<file path="src/rtl/apb_slave.sv">
// APB4 completer front-end: captures the setup phase for a generic backend and
// holds the access phase with wait states until the backend reports completion.
module apb_slave #(
    parameter int DATA_WIDTH = 32,
    parameter int ADDR_WIDTH = 10,
    localparam int BYTES_PER_WORD = DATA_WIDTH / 8
) (
    input  logic                      pclk,
    input  logic                      preset,
    input  logic [ADDR_WIDTH-1:0]     paddr,
    input  logic [2:0]                pprot,
    input  logic                      psel,
    input  logic                      penable,
    input  logic                      pwrite,
    input  logic [DATA_WIDTH-1:0]     pwdata,
    input  logic [BYTES_PER_WORD-1:0] pstrb,
    input  logic                      slave_data_valid,
    input  logic [DATA_WIDTH-1:0]     slave_read_data,
    input  logic                      slave_error,
    output logic [ADDR_WIDTH-1:0]     slave_address,
    output logic [2:0]                slave_protection,
    output logic                      slave_read_write,
    output logic [DATA_WIDTH-1:0]     slave_write_data,
    output logic [BYTES_PER_WORD-1:0] slave_strobe,
    output logic                      master_data_ready,
    output logic                      pready,
    output logic [DATA_WIDTH-1:0]     prdata,
    output logic                      pslverr
);

    typedef enum logic {IDLE, ACCESS} state_t;

    state_t state;
    state_t state_next;
    logic   capture;

    // A setup phase is only honoured from IDLE; psel+penable there is a protocol violation.
    assign capture = (state == IDLE) && psel && !penable;

    always_ff @(posedge pclk) begin
        if (preset) begin
            state <= IDLE;
        end else begin
            state <= state_next;
        end
    end

    always_ff @(posedge pclk) begin
        if (preset) begin
            slave_address    <= '0;
            slave_protection <= '0;
            slave_read_write <= 1'b0;
            slave_write_data <= '0;
            slave_strobe     <= '0;
        end else if (capture) begin
            slave_address    <= paddr;
            slave_protection <= pprot;
            slave_read_write <= pwrite;
            slave_write_data <= pwdata;
            slave_strobe     <= pwrite ? pstrb : '0;
        end
    end

    always_comb begin
        state_next        = state;
        master_data_ready = 1'b0;
        pready            = 1'b0;
        pslverr           = 1'b0;
        prdata            = '0;
        case (state)
            IDLE: begin
                if (capture) begin
                    state_next = ACCESS;
                end
            end
            ACCESS: begin
                master_data_ready = 1'b1;
                pready            = psel && penable && slave_data_valid;
                if (pready) begin
                    pslverr    = slave_error;
                    if (!slave_read_write) begin
                        prdata = slave_read_data;
                    end
                    state_next = IDLE;
                end else if (!psel) begin
                    // Master abandoned the transfer; drop it without a pready.
                    state_next = IDLE;
                end
            end
            default: state_next = IDLE;
        endcase
    end

endmodule

</file>
<file path="config.mk">
export PLATFORM = sky130hd
export DESIGN_NAME = apb_slave
export DESIGN_NICKNAME = d
export VERILOG_FILES = /design/src/rtl/apb_slave.sv
export SDC_FILE = /design/constraint.sdc
export NUM_CORES = 1
export LEC_CHECK = 0
export ABC_AREA = 1
export CAP_MARGIN = 30
export CORE_ASPECT_RATIO = 1.25
export CORE_MARGIN = 2
export CORE_UTILIZATION = 36
export CTS_CLUSTER_SIZE = 14
export DETAILED_ROUTE_END_ITERATION = 8
export PLACE_DENSITY = 0.86
export SYNTH_ARGS = -nofsm -noshare
export SYNTH_HDL_FRONTEND = slang
export SYNTH_SLANG_ARGS = --single-unit
</file>
<file path="constraint.sdc">
create_clock -name pclk -period 2.9 [get_ports pclk]
set_input_delay 0.725 -clock pclk [delete_from_list [all_inputs] [get_ports pclk]]
set_output_delay 0.725 -clock pclk [all_outputs]
set_load 0.01 [all_outputs]
</file>
==> impl_metrics.env <==
export IMPL_outcome="complete, no violations"
export IMPL_fp_dieW_um=74.8
export IMPL_critPathLaunchType="input pin"
export IMPL_cts_hold_buf=0
export IMPL_maxCapViolCount=0
export IMPL_synth_compound_area_share_pct=11.5
export IMPL_ys_seq_area_share_pct=45.3
export IMPL_switching_share_pct=24.4
export IMPL_whs_endpoint="slave_protection[0]"
export IMPL_max_stage_delay_ns=0.50
export IMPL_cts_sinks=51
export IMPL_nets=561
export IMPL_netSwitchingPower_uw=370
export IMPL_vdd_drop_max_v=0.000343
export IMPL_synthesis_instances=309
export IMPL_r2r_start="state"
export IMPL_synth_seq_cells=51
export IMPL_arrival_ns=2.09
export IMPL_r2r_end="slave_write_data[21]"
export IMPL_comb_power_share_pct=22.0
export IMPL_slew_viol_final=0
export IMPL_reg2regPathDepth=6
export IMPL_clkPwrFrac_pct=28.7
export IMPL_worst_ep_required_time_ns=2.17
export IMPL_routed_via_count=2633
export IMPL_worstPathCellList="clkdlybuf4s50_1 > nand3_2 > nor2_2 > nand2_2 > buf_12 > nor2_1 > dlygate4sd2_1"
export IMPL_worstSetupPathType="input pin to output pin"
export IMPL_routedWlPerCell_um=13.7
export IMPL_finalSetupViolCount=0
export IMPL_whs_path_depth=2
export IMPL_cts_tree="built"
export IMPL_async_flop_share_pct=0
export IMPL_hpwl_um=5630
export IMPL_grt_overflow_total=0
export IMPL_ios=173
export IMPL_coreArea_um2=6130
export IMPL_cts_buffer_depth=2
export IMPL_slew_headroom_pct=35.9
export IMPL_cts_buffers=5
export IMPL_worstSetupEndpointType="output pin"
export IMPL_track_usage_pct=21.3
export IMPL_min_path_type="flip-flop to flip-flop"
export IMPL_cts_root_buf="clkbuf_8"
export IMPL_synth_distinct_cells=19
export IMPL_grt_max_degree=52
export IMPL_r2r_setup_slack_ns=0.84
export IMPL_io_buffers=172
export IMPL_hold_violations=0
export IMPL_power_density_nw_per_um2=369
export IMPL_worstHoldStart="slave_protection[0]"
export IMPL_drc=0
export IMPL_internal_power_mw=1.15
export IMPL_drt_iter0_markers=78
export IMPL_post_place_ws_ns=-0.188
export IMPL_layout_cells_non_filler=559
export IMPL_ys_flop_type="dfxtp_1"
export IMPL_grt_pass1_vias=2500
export IMPL_critPathMaxFanout=18
export IMPL_synthSimpleGateAreaFrac_pct=30.2
export IMPL_min_period_ns=2.82
export IMPL_antenna_found_initial=0
export IMPL_ant_nets=0
export IMPL_yosys_mux_area_fraction_pct=0
export IMPL_critPathBufInv=3
export IMPL_post_synth_top_count_cell="nand2_1"
export IMPL_critPathTopFamily="buffers and inverters"
export IMPL_synth_avg_cell_area_um2=7.29
export IMPL_synth_common_cells="nand2_1, dfxtp_1, a21oi_1"
export IMPL_fin_util_pct=67.2
export IMPL_fmax_mhz=355
export IMPL_tightest_slew_ns=0.962
export IMPL_p_leak_nw=1.79
export IMPL_place_congestion=0.754
export IMPL_fp_row_count=32
export IMPL_worst_setup_hold_path_clk_slew_ns=0.08
export IMPL_area_growth_pct=82.6
export IMPL_crit_path_top_delay_cell="clkdlybuf4s50_1"
export IMPL_setup_slack_ns=0.0844
export IMPL_dp_cells=551
export IMPL_synth_top_family_by_area="simple AND/OR/NAND/NOR gates"
export IMPL_yosysWarnings=0
export IMPL_postCtsSetupBuffers=0
export IMPL_fp_dieArea_um2=6910
export IMPL_routed_wl_um=7630
export IMPL_clk_insertion_delay_late_ns=0.29
export IMPL_synthesis_area_um2=2250
export IMPL_period_share_pct=97.1
export IMPL_viasPerCell=4.71
export IMPL_grt_pass1_wl_um=11600
export IMPL_synth_xor_area_share_pct=0
export IMPL_yosysTopAreaCell="dfxtp_1"
export IMPL_die_height_um=92.5
export IMPL_drive_above_1_share_pct=7.38
export IMPL_ys_top_cells_by_area="dfxtp_1, a21oi_1, nand2_1"
export IMPL_antenna_cells=0
export IMPL_finClkSkew_ns=0.00394
export IMPL_synth_edf_count=0
export IMPL_synth_fa_ha_area_share_pct=0
export IMPL_htreeDepth=2
export IMPL_seqPwrFrac_pct=49.3
export IMPL_hold_ws_ns=0.466
export IMPL_syn_nets=397
export IMPL_synth_top_area_share_pct=45.3
export IMPL_start_util_pct=36.8
export IMPL_firstDrtPassIters=4
export IMPL_rsz0062_at_grt="false"
cells by family (layout without fill, tap and decap cells):
family / after synthesis / in the layout
simple gates: 143 / 143
buf+inv: 64 / 229
compound gates: 51 / 51
flops: 51 / 51
cell usage in the layout, fill, tap and decap left out, drive strengths merged:
master,n
clkdlybuf4s15,3
nor3b,1
a21oi,51
inv,40
nand2,55
clkdlybuf4s50,138
nor2,34
dfxtp,51
dlygate4sd2,30
buf,10
clkbuf,8
nand4,1
nand3,52
tightest hold or removal path: stages (launching register included):
cell     delay [ns]
dfxtp_1        0.31
nand2_1        0.06
a21oi_1        0.05
what timing repair did:
item	4_1_cts	5_1_grt
resized for setup	33	3
endpoints found under the setup margin	33	3
endpoints found under the hold margin	0	0
sequential cells by signal (all words and copies together) (netlist names):
signal and flops:
slave_address 10, slave_protection 3, slave_read_write 1, slave_strobe 4
slave_write_data 32, state 1
stage by stage:
step / total power, mW / area (µm²) / setup TNS, ns
6_report: 1.52 / 4110 / 0
5_1_grt: 1.59 / 4110 / 0
4_1_cts: 1.53 / 4110 / 0
3_3_place_gp: 1.09 / 4050 / -4.35
3_5_place_dp: 1.10 / 4050 / -5.31
2_1_floorplan: 0.883 / 2250 / 0
worst max-delay path by stage:
| stage | start | to | slack, ns | cells after the start |
|---|---|---|---|---|
| floorplan | penable | prdata[10] | 0.77 | 5 |
| global placement | psel | prdata[2] | -0.15 | 7 |
| detailed placement | psel | prdata[2] | -0.19 | 7 |
| CTS | psel | prdata[2] | 0.08 | 7 |
| global route | psel | prdata[8] | 0.003 | 7 |
| finish | psel | prdata[8] | 0.08 | 7 |
per-layer routing:
metal / track usage (%) / wire (µm) / vias to the layer above
li1: - / - / 1299
met1: 23.1 / 2960 / 1205
met2: 38.7 / 3800 / 117
met3: 6.86 / 714 / 12
met4: 5.65 / 155 / 0
met5: 0 / 0 / -
power by group through the flow:
stage | clock network (mW) | registers [mW] | logic (mW)
after floorplan | 0 | 0.779 | 0.104
after global placement | 0 | 0.763 | 0.331
after detailed placement | 0 | 0.765 | 0.336
after CTS | 0.449 | 0.749 | 0.335
after global routing | 0.478 | 0.753 | 0.360
final | 0.435 | 0.748 | 0.333
final cells by class:
cell class                      instances  area, µm²
Sequential cell                        51       1020
Inverter                               40        150
Multi-Input combinational cell        194        940
Tap cell                               85        106
Fill cell                             523       2010
Timing Repair Buffer                  181       1800
Clock buffer                            8        100
Note: power is estimated with default switching activity, not from simulation.
